**config.mk**
```make
export PLATFORM = sky130hd
export DESIGN_NAME = butterfly_stage
export DESIGN_NICKNAME = d
export VERILOG_FILES = /design/src/rtl/butterfly_stage_pkg.sv /design/src/rtl/butterfly_stage_bf2_core.sv /design/src/rtl/butterfly_stage.sv
export SDC_FILE = /design/constraint.sdc
export NUM_CORES = 2
export LEC_CHECK = 0
export CAP_MARGIN = 5
export CORE_AREA = 4 4 279 281
export CTS_CLUSTER_SIZE = 12
export DETAILED_ROUTE_END_ITERATION = 10
export DIE_AREA = 0 0 283 285
export GPL_TIMING_DRIVEN = 0
export PLACE_DENSITY = 0.69
export SKIP_CTS_REPAIR_TIMING = 1
export SYNTH_ARGS = -nofsm -noshare
export SYNTH_HDL_FRONTEND = slang
export SYNTH_SLANG_ARGS = --single-unit
```
**constraint.sdc**
```tcl
create_clock -name clk -period 25.7 [get_ports clk]
set_input_delay 5.14 -clock clk [delete_from_list [all_inputs] [get_ports clk]]
set_output_delay 5.14 -clock clk [all_outputs]
set_load 0.01 [all_outputs]
```
**src/rtl/butterfly_stage_pkg.sv**
```systemverilog
`default_nettype none
// +--------------------------------------------------------------------------+
// | butterfly_stage_pkg                                                      |
// | Twiddle constants and trivial-twiddle classification for butterfly_stage |
// | Rev 1.0                                                                  |
// +--------------------------------------------------------------------------+
package butterfly_stage_pkg;

  typedef enum logic [1:0] {
    TW_GEN  = 2'd0,
    TW_ONE  = 2'd1,
    TW_NEGJ = 2'd2
  } tw_sel_e;

  localparam real C_PI = 3.14159265358979323846;

  // Q(tw_w-2) representation of 1.0
  function automatic int q_one(input int tw_w);
    return 1 << (tw_w - 2);
  endfunction

  // Round to nearest, ties away from zero, so +/- angles stay symmetric
  function automatic int rnd_sym(input real v);
    if (v >= 0.0) return $rtoi(v + 0.5);
    else          return -$rtoi(-v + 0.5);
  endfunction

  function automatic int tw_re(input int k, input int m, input int tw_w);
    return rnd_sym($cos(2.0 * C_PI * real'(k) / real'(m)) * real'(q_one(tw_w)));
  endfunction

  function automatic int tw_im(input int k, input int m, input int tw_w);
    return rnd_sym(-$sin(2.0 * C_PI * real'(k) / real'(m)) * real'(q_one(tw_w)));
  endfunction

  // k/(2h) == 0 gives W=1, k/(2h) == 1/4 gives W=-j
  function automatic tw_sel_e tw_class(input int k, input int h);
    if (k == 0)          return TW_ONE;
    else if (2 * k == h) return TW_NEGJ;
    else                 return TW_GEN;
  endfunction

  function automatic bit is_pow2(input int v);
    return (v > 0) && ((v & (v - 1)) == 0);
  endfunction

endpackage
`default_nettype wire

```
**src/rtl/butterfly_stage_bf2_core.sv**
```systemverilog
`default_nettype none
// +--------------------------------------------------------------------------+
// | bf2_core                                                                 |
// | One radix-2 complex butterfly, two register stages, saturation flag      |
// | Rev 1.0                                                                  |
// +--------------------------------------------------------------------------+
module bf2_core
  import butterfly_stage_pkg::*;
#(
  parameter int      DATA_W = 16,
  parameter int      TW_W   = 16,
  parameter int      SCALE  = 0,
  parameter int      TW_RE  = 1 << (TW_W - 2),
  parameter int      TW_IM  = 0,
  parameter tw_sel_e TW_SEL = TW_ONE
) (
  input  logic                     clk,
  input  logic                     rst,
  input  logic                     en1_i,
  input  logic                     en2_i,
  input  logic                     inv_i,
  input  logic signed [DATA_W-1:0] a_re_i,
  input  logic signed [DATA_W-1:0] a_im_i,
  input  logic signed [DATA_W-1:0] b_re_i,
  input  logic signed [DATA_W-1:0] b_im_i,
  output logic signed [DATA_W-1:0] y0_re_o,
  output logic signed [DATA_W-1:0] y0_im_o,
  output logic signed [DATA_W-1:0] y1_re_o,
  output logic signed [DATA_W-1:0] y1_im_o,
  output logic                     sat_o
);

  localparam int TWD = DATA_W + 1;
  localparam int SW  = DATA_W + 2;
  localparam logic signed [SW-1:0] C_MAX = {3'b000, {(DATA_W-1){1'b1}}};
  localparam logic signed [SW-1:0] C_MIN = {3'b111, {(DATA_W-1){1'b0}}};

  logic signed [TWD-1:0] w_t_re;
  logic signed [TWD-1:0] w_t_im;

  generate
    if (TW_SEL == TW_ONE) begin : g_tw_one
      logic w_inv_unused;
      assign w_inv_unused = inv_i;
      assign w_t_re = TWD'(b_re_i);
      assign w_t_im = TWD'(b_im_i);
    end else if (TW_SEL == TW_NEGJ) begin : g_tw_negj
      // -j maps (re,im) to (im,-re); its conjugate +j maps to (-im,re)
      assign w_t_re = inv_i ? -TWD'(b_im_i) : TWD'(b_im_i);
      assign w_t_im = inv_i ? TWD'(b_re_i) : -TWD'(b_re_i);
    end else begin : g_tw_gen
      localparam int PW = DATA_W + TW_W + 1;
      localparam logic signed [TW_W-1:0] C_WR   = TW_W'(TW_RE);
      localparam logic signed [TW_W-1:0] C_WI   = TW_W'(TW_IM);
      localparam logic signed [PW-1:0]   C_HALF = PW'(1) <<< (TW_W - 3);

      logic signed [TW_W-1:0] w_wi;
      logic signed [PW-1:0]   w_pr;
      logic signed [PW-1:0]   w_pi;

      assign w_wi   = inv_i ? -C_WI : C_WI;
      assign w_pr   = PW'(b_re_i) * PW'(C_WR) - PW'(b_im_i) * PW'(w_wi);
      assign w_pi   = PW'(b_re_i) * PW'(w_wi) + PW'(b_im_i) * PW'(C_WR);
      assign w_t_re = TWD'((w_pr + C_HALF) >>> (TW_W - 2));
      assign w_t_im = TWD'((w_pi + C_HALF) >>> (TW_W - 2));
    end
  endgenerate

  logic signed [DATA_W-1:0] a_re_q;
  logic signed [DATA_W-1:0] a_im_q;
  logic signed [TWD-1:0]    t_re_q;
  logic signed [TWD-1:0]    t_im_q;

  always_ff @(posedge clk or posedge rst) begin
    if (rst) begin
      a_re_q <= '0;
      a_im_q <= '0;
      t_re_q <= '0;
      t_im_q <= '0;
    end else if (en1_i) begin
      a_re_q <= a_re_i;
      a_im_q <= a_im_i;
      t_re_q <= w_t_re;
      t_im_q <= w_t_im;
    end
  end

  // Result packs {saturated, value}
  function automatic logic [DATA_W:0] fit(input logic signed [SW-1:0] s);
    logic signed [SW-1:0] v;
    v = (SCALE != 0) ? (s >>> 1) : s;
    if (v > C_MAX)      return {1'b1, DATA_W'(C_MAX)};
    else if (v < C_MIN) return {1'b1, DATA_W'(C_MIN)};
    else                return {1'b0, DATA_W'(v)};
  endfunction

  logic signed [SW-1:0] w_s0_re;
  logic signed [SW-1:0] w_s0_im;
  logic signed [SW-1:0] w_s1_re;
  logic signed [SW-1:0] w_s1_im;
  logic [DATA_W:0]      w_f0_re;
  logic [DATA_W:0]      w_f0_im;
  logic [DATA_W:0]      w_f1_re;
  logic [DATA_W:0]      w_f1_im;

  assign w_s0_re = SW'(a_re_q) + SW'(t_re_q);
  assign w_s0_im = SW'(a_im_q) + SW'(t_im_q);
  assign w_s1_re = SW'(a_re_q) - SW'(t_re_q);
  assign w_s1_im = SW'(a_im_q) - SW'(t_im_q);

  assign w_f0_re = fit(w_s0_re);
  assign w_f0_im = fit(w_s0_im);
  assign w_f1_re = fit(w_s1_re);
  assign w_f1_im = fit(w_s1_im);

  logic signed [DATA_W-1:0] y0_re_q;
  logic signed [DATA_W-1:0] y0_im_q;
  logic signed [DATA_W-1:0] y1_re_q;
  logic signed [DATA_W-1:0] y1_im_q;

  always_ff @(posedge clk or posedge rst) begin
    if (rst) begin
      y0_re_q <= '0;
      y0_im_q <= '0;
      y1_re_q <= '0;
      y1_im_q <= '0;
    end else if (en2_i) begin
      y0_re_q <= w_f0_re[DATA_W-1:0];
      y0_im_q <= w_f0_im[DATA_W-1:0];
      y1_re_q <= w_f1_re[DATA_W-1:0];
      y1_im_q <= w_f1_im[DATA_W-1:0];
    end
  end

  assign sat_o   = en2_i & (w_f0_re[DATA_W] | w_f0_im[DATA_W] |
                            w_f1_re[DATA_W] | w_f1_im[DATA_W]);
  assign y0_re_o = y0_re_q;
  assign y0_im_o = y0_im_q;
  assign y1_re_o = y1_re_q;
  assign y1_im_o = y1_im_q;

endmodule
`default_nettype wire

```
**src/rtl/butterfly_stage.sv**
```systemverilog
`default_nettype none
// +--------------------------------------------------------------------------+
// | butterfly_stage                                                          |
// | Pipelined radix-2 DIT FFT/IFFT stage: N/2 butterflies, valid, ovf flag  |
// | Rev 1.0                                                                  |
// +--------------------------------------------------------------------------+
module butterfly_stage
  import butterfly_stage_pkg::*;
#(
  parameter int DATA_W = 16,
  parameter int N      = 8,
  parameter int STAGE  = 1,
  parameter int TW_W   = 16,
  parameter int SCALE  = 0
) (
  input  logic                  clk,
  input  logic                  rst,
  input  logic                  in_ready,
  input  logic                  inverse,
  input  logic [N*DATA_W-1:0]   din_real,
  input  logic [N*DATA_W-1:0]   din_imag,
  output logic [N*DATA_W-1:0]   dout_real,
  output logic [N*DATA_W-1:0]   dout_imag,
  output logic                  out_ready,
  output logic                  ovf,
  input  logic                  ovf_clr
);

  localparam int H  = 1 << STAGE;
  localparam int NB = N / 2;

  logic          valid1_q;
  logic          valid2_q;
  logic          ovf_q;
  logic          ovf_d;
  logic [NB-1:0] w_sat;

  generate
    if (!is_pow2(N) || N < 4 || N > 64 || STAGE < 0 || STAGE >= $clog2(N)) begin : g_bad_param
      $error("butterfly_stage: N must be a power of two in 4..64 and STAGE in 0..log2(N)-1");
    end else begin : g_ok
      for (genvar p = 0; p < NB; p++) begin : g_bf
        localparam int K  = p % H;
        localparam int IA = (p / H) * 2 * H + K;
        localparam int IB = IA + H;

        bf2_core #(
          .DATA_W (DATA_W),
          .TW_W   (TW_W),
          .SCALE  (SCALE),
          .TW_RE  (tw_re(K, 2 * H, TW_W)),
          .TW_IM  (tw_im(K, 2 * H, TW_W)),
          .TW_SEL (tw_class(K, H))
        ) u_core (
          .clk     (clk),
          .rst     (rst),
          .en1_i   (in_ready),
          .en2_i   (valid1_q),
          .inv_i   (inverse),
          .a_re_i  (din_real[IA*DATA_W +: DATA_W]),
          .a_im_i  (din_imag[IA*DATA_W +: DATA_W]),
          .b_re_i  (din_real[IB*DATA_W +: DATA_W]),
          .b_im_i  (din_imag[IB*DATA_W +: DATA_W]),
          .y0_re_o (dout_real[IA*DATA_W +: DATA_W]),
          .y0_im_o (dout_imag[IA*DATA_W +: DATA_W]),
          .y1_re_o (dout_real[IB*DATA_W +: DATA_W]),
          .y1_im_o (dout_imag[IB*DATA_W +: DATA_W]),
          .sat_o   (w_sat[p])
        );
      end
    end
  endgenerate

  always_ff @(posedge clk or posedge rst) begin
    if (rst) begin
      valid1_q <= 1'b0;
      valid2_q <= 1'b0;
    end else begin
      valid1_q <= in_ready;
      valid2_q <= valid1_q;
    end
  end

  // A fresh saturation outranks a same-cycle clear
  always_comb begin
    ovf_d = ovf_q;
    if (ovf_clr) ovf_d = 1'b0;
    if (|w_sat)  ovf_d = 1'b1;
  end

  always_ff @(posedge clk or posedge rst) begin
    if (rst) ovf_q <= 1'b0;
    else     ovf_q <= ovf_d;
  end

  assign out_ready = valid2_q;
  assign ovf       = ovf_q;

endmodule
`default_nettype wire

```
# Word level (Yosys, flattened, before mapping)

Cells that the tools add are included.

Word-level logic and storage cells: 143
Input port bits: 261
Output and inout bits: 258
Register bits: 519

Bitwise gates (word level): 16
$lt $le $gt $ge: 32
Reduce and logical (&&, ||, !) cells: 2
Add/sub/neg operators: 20
Muxes and demuxes: 38

Operators by type and width:

| cell                                                             | count |
|---|---|
| 2-to-1 mux 17 bit                                                | 36 |
| greater-than comparator 18 x 16 -> 1 bit (second input constant) | 16 |
| < comparator 18 x 16 -> 1 bit (second input constant)            | 16 |
| adder 16 x 17 -> 18 bit                                          | 4 |
| subtractor 16 x 17 -> 18 bit                                     | 4 |
| adder 16 x 16 -> 17 bit                                          | 4 |
| negation 16 -> 17 bit                                            | 4 |
| subtractor 16 x 16 -> 17 bit                                     | 4 |
| OR 1 bit                                                         | 12 |
| AND 1 bit                                                        | 4 |
| OR reduction 4 bit                                               | 1 |
| 2-to-1 mux 1 bit                                                 | 2 |
| nonzero test 2 bit                                               | 1 |

# Longest topological paths before layout

Depth after elaboration: 10
Gate-level depth with buffers: 16
Mapped depth without buffers: 15

# Hierarchy

A second synthesis with hierarchy kept.

Cell total of the unflattened synthesis: 3929
Area, all modules: 35567.9 um^2

By module, submodules not included:

| module                              | cells an instance | times used | area an instance (um^2) | sequential area each (um^2) |
|---|---|---|---|---|
| bf2_core at g_ok.g_bf[0].u_core ... | 883               | 2          | 8329.2                  | 3203.1 |
| bf2_core at g_ok.g_bf[1].u_core     | 1088              | 1          | 9459.1                  | 3253.1 |
| bf2_core at g_ok.g_bf[3].u_core     | 1068              | 1          | 9356.5                  | 3253.1 |
| butterfly_stage                     | 7                 | 1          | 93.8                    | 75.1 |

# Worst setup path before layout

OpenSTA, ideal clock, no wires.

Path kind: input to register
From: input din_imag[112]
To: register g_ok.g_bf[3].u_core.t_re_q[11]
Buffers on the path: 0
Library setup time: 0.137 ns
Stages on the path: 7
Slack: 18.605 ns
Arrival: 6.958 ns
Data required time: 25.563 ns
Cells stage by stage: or3_1 or3_1 or3_1 or2_2 o41ai_1 xor2_1 a21oi_1

Cells in the longest elaborated chain, start to end: 2

Ends and longest elaborated chain:

| item                   | RTL line                       | source |
|---|---|---|
| start: declaration     | butterfly_stage.sv:21          | `input logic [N*DATA_W-1:0] din_imag,` |
| negation 16 -> 17 bit  | butterfly_stage_bf2_core.sv:49 | `assign w_t_re = inv_i ? -TWD'(b_im_i) : TWD'(b_im_i);` |
| 2-to-1 mux 17 bit      | butterfly_stage_bf2_core.sv:49 |  |
| end signal: assignment | butterfly_stage_bf2_core.sv:83 | `t_re_q <= w_t_re;` |
| end: declaration       | butterfly_stage_bf2_core.sv:71 | `logic signed [TWD-1:0] t_re_q;` |

No other way between the ends.
A chain may end at the register's enable or synchronous reset.

==> results.json <==
{
  "ys.warnings.count": 0,
  "critPathSlowestCell": "clkbuf_1",
  "grt_pass1_vias": 29800,
  "cts_tree": "built",
  "die_h_um": 285,
  "die-area_sq_um": 80700,
  "io_buffers": 517,
  "path_max_fanout": 11,
  "synth_flop_cell": "dfrtp_1",
  "power_switching_w": 0.00150,
  "antenna_found_initial": 28,
  "syn2layout_area_growth_pct": 25.2,
  "cts.sinks": 519,
  "syn_area_per_cell_sq_um": 9.06,
  "overflow": 0,
  "drt-wirelength-per-cell_um": 22.1,
  "slew_violations": 0,
  "grt_pass1_wl_um": 179000,
  "status": "completed",
  "final_core_util": 0.572,
  "worst_ep_required_time_ns": 26.24,
  "slowest_delay_ns": 0.99,
  "maxCapViolCount": 0,
  "timing.fmax_mhz": 113,
  "syn_nets": 4345,
  "nets": 4930,
  "crit_type": "in2reg",
  "skew_ns": 0.0234,
  "fillCellCount": 6927,
  "yosys.area_share.simple": 0.120,
  "start_util": 0.457,
  "start_kind": "input pin",
  "final_area_sq_um": 43100,
  "comb_power_share": 0.460,
  "ys_types": 92,
  "synth_mux_area_frac": 0.0690,
  "dp_hpwl_um": 93700,
  "grt_usage": 0.288,
  "clk_pin_slew_ns": 0.06,
  "worst_pin_slew_ns": 1.28,
  "multiInputGateArea_sq_um": 19500,
  "synthAdderAreaFrac": 0.123,
  "period_minus_slack_ns": 8.85,
  "drive_gt1_frac": 0.0918,
  "pwr-share-clk": 0.230,
  "ios": 519,
  "p_sw_frac": 0.383,
  "synth_area_sq_um": 34400,
  "cp_common_cell": "clkbuf_1",
  "synth_edf_count": 0,
  "clock-root-buffer": "clkbuf_16",
  "peakVddDrop_mv": 0.0722,
  "drt_wl_total_um": 120000,
  "synth_top_family_by_area": "compound AO/OA/AOI/OAI gates",
  "clk_path_buf_depth": 3,
  "num_vias": 30000,
  "cellPowerDensity_nw_per_um2": 91.2,
  "p_int_w": 0.00243,
  "drt_iter0_markers": 1838,
  "worst_setup_path_end_kind": "register",
  "seq_area_sq_um": 13000,
  "placementRows": 101,
  "rsz0062_at_grt": "no",
  "arrival_ns": 9.40,
  "core_sq_um": 75400,
  "setup_violations": 0,
  "dpl-instance-area_sq_um": 41000,
  "synth_xor_area_frac": 0.0689,
  "gp_congestion": 0.936,
  "vias_per_cell": 5.51,
  "ys_ff_latch": 519,
  "crit_chain": "clkdlybuf4s50_1 > clkbuf_1 > clkbuf_1 > clkbuf_1 > clkbuf_1 > nand2_1 > o21ai_0",
  "ys_seq_area_frac": 0.377,
  "p_seq_frac": 0.311,
  "ys_async_sr_fraction": 1.00,
  "htreeDepth": 2,
  "drc_errors": 0,
  "grt_max_degree": 126,
  "synth_cells": 3800,
  "min_path_type": "reg2reg",
  "synth-compound-area-share": 0.184,
  "final_hold_viol_count": 0,
  "die_width_um": 283,
  "cts_made_buffers": 61,
  "period_share": 0.344,
  "clk_latency_ns": 0.64,
  "worst_slew_margin_rel": 0.148,
  "ant_nets": 0,
  "dr.pass1.iters": 6,
  "p_leak_nw": 18.6
}
synth_stat cells (all sizes together), types with 25 or more instances:
master,instances,area share
nand2,200,0.022
dfrtp,519,0.38
buf,66,0.0094
xnor2,191,0.049
nor4,25,0.0047
o2bb2ai,27,0.0069
o21ai,210,0.031
ha,268,0.097
or3,26,0.0047
nor2,419,0.046
nand3,42,0.0061
maj3,57,0.017
a21oi,469,0.069
mux2,204,0.067
o31ai,26,0.0057
nor2b,39,0.0071
a21o,48,0.010
xor2,77,0.020
clkbuf,145,0.016
o21bai,40,0.0087
nor3,58,0.0084
nand2b,38,0.0069
inv,298,0.032
area by class of cell:
class                      instances  area share
clock buffer                      94      0.0427
tap                              978      0.0284
sequential                       519       0.301
inverter                         299      0.0262
clock inverter                    19     0.00586
buffer                           211      0.0201
multi-input combinational       2771       0.451
antenna                           21     0.00122
timing repair buffer             522       0.123
worst max-delay path, delay by kind of cell:
kind | cells | cell delay, ns
AND/OR/NAND/NOR | 1 | 0.24
buffers and inverters | 5 | 3.81
AO/OA/AOI/OAI | 1 | 0.15
placed cells by master, fill, tap and decap left out, types with 20 or more instances in the layout:
| cell | n |
|---|---|
| inv_1 | 296 |
| a31oi_1 | 24 |
| nor2b_1 | 39 |
| o22a_1 | 20 |
| nand3_1 | 42 |
| nor4_1 | 24 |
| ha_1 | 268 |
| mux2_2 | 204 |
| o21bai_1 | 40 |
| xor2_1 | 77 |
| nor3_1 | 58 |
| buf_2 | 52 |
| o21a_1 | 24 |
| clkbuf_16 | 61 |
| maj3_1 | 57 |
| dfrtp_1 | 519 |
| o2bb2ai_1 | 27 |
| a21oi_1 | 464 |
| nand2b_1 | 38 |
| or3_1 | 26 |
| o211ai_1 | 23 |
| clkbuf_1 | 159 |
| clkdlybuf4s50_1 | 517 |
| nand2_1 | 199 |
| xnor2_1 | 189 |
| nor2_1 | 417 |
| a21o_1 | 48 |
| o21ai_0 | 202 |
| o31ai_1 | 26 |
| diode_2 | 21 |
worst paths after layout:
check,start,to,slack [ns],depth (start not counted)
max in group asynchronous,rst,out_ready,19.75,3
worst max-delay path,in_ready,g_ok.g_bf[3].u_core.t_re_q[16],16.85,7
worst min-delay path,valid1_q,out_ready,0.37,0
worst min register to register,valid1_q,out_ready,0.37,0
min in group asynchronous,rst,g_ok.g_bf[1].u_core.y1_im_o[0],4.90,2
worst max register to register,g_ok.g_bf[2].u_core.t_re_q[0],ovf,21.05,14
power by group through the flow:
| stage | logic, W | clock network [W] | registers, W |
|---|---|---|---|
| after global placement | 0.00178 | 0 | 0.00123 |
| after global routing | 0.00196 | 0.000952 | 0.00124 |
| after detailed placement | 0.00179 | 0 | 0.00123 |
| after CTS | 0.00180 | 0.000920 | 0.00122 |
| after floorplan | 0.000941 | 0 | 0.00126 |
| final | 0.00181 | 0.000904 | 0.00122 |
flip-flops by register name, indices dropped and copies added, names as in the netlist, 64 cells and up:
name and count:
g_ok.g_bf.u_core.a_im_q 64, g_ok.g_bf.u_core.a_re_q 64, g_ok.g_bf.u_core.t_im_q 66, g_ok.g_bf.u_core.t_re_q 66, g_ok.g_bf.u_core.y0_im_o 64, g_ok.g_bf.u_core.y0_re_o 64
g_ok.g_bf.u_core.y1_im_o 64, g_ok.g_bf.u_core.y1_re_o 64
kinds of logic (layout without fill, tap and decap cells):
kind of cell | after synthesis | count (layout)
and+or+nand+nor | 918 | 918
buffers and inverters | 510 | 1145
AOI/OAI and AO/OA | 1032 | 1032
other | 0 | 21
adders and majority gates | 341 | 341
muxes | 212 | 212
xor gates and xnor gates | 268 | 268
DFF | 519 | 519
per-layer routing:
metal / share of wire / GRT usage / up-vias
met1: 0.41 / 0.359 / 14500
met2: 0.46 / 0.468 / 898
li1: - / - / 14300
met5: 0.00094 / 0 / -
met4: 0.050 / 0.137 / 16
met3: 0.072 / 0.0747 / 248
per-stage QoR:
stage	hold WS, ns	power, W	std cells	setup WS, ns	TNS (ns)
detailed placement	0.365	0.00302	5299	16.09	0
floorplan	0.352	0.00220	3800	6.06	0
global route	0.397	0.00416	5427	16.68	0
finish	0.375	0.00393	5434	16.85	0
CTS	0.378	0.00394	5412	16.79	0
global placement	0.359	0.00300	5295	-0.727	-327.39
(Power assumes the default switching activity.)
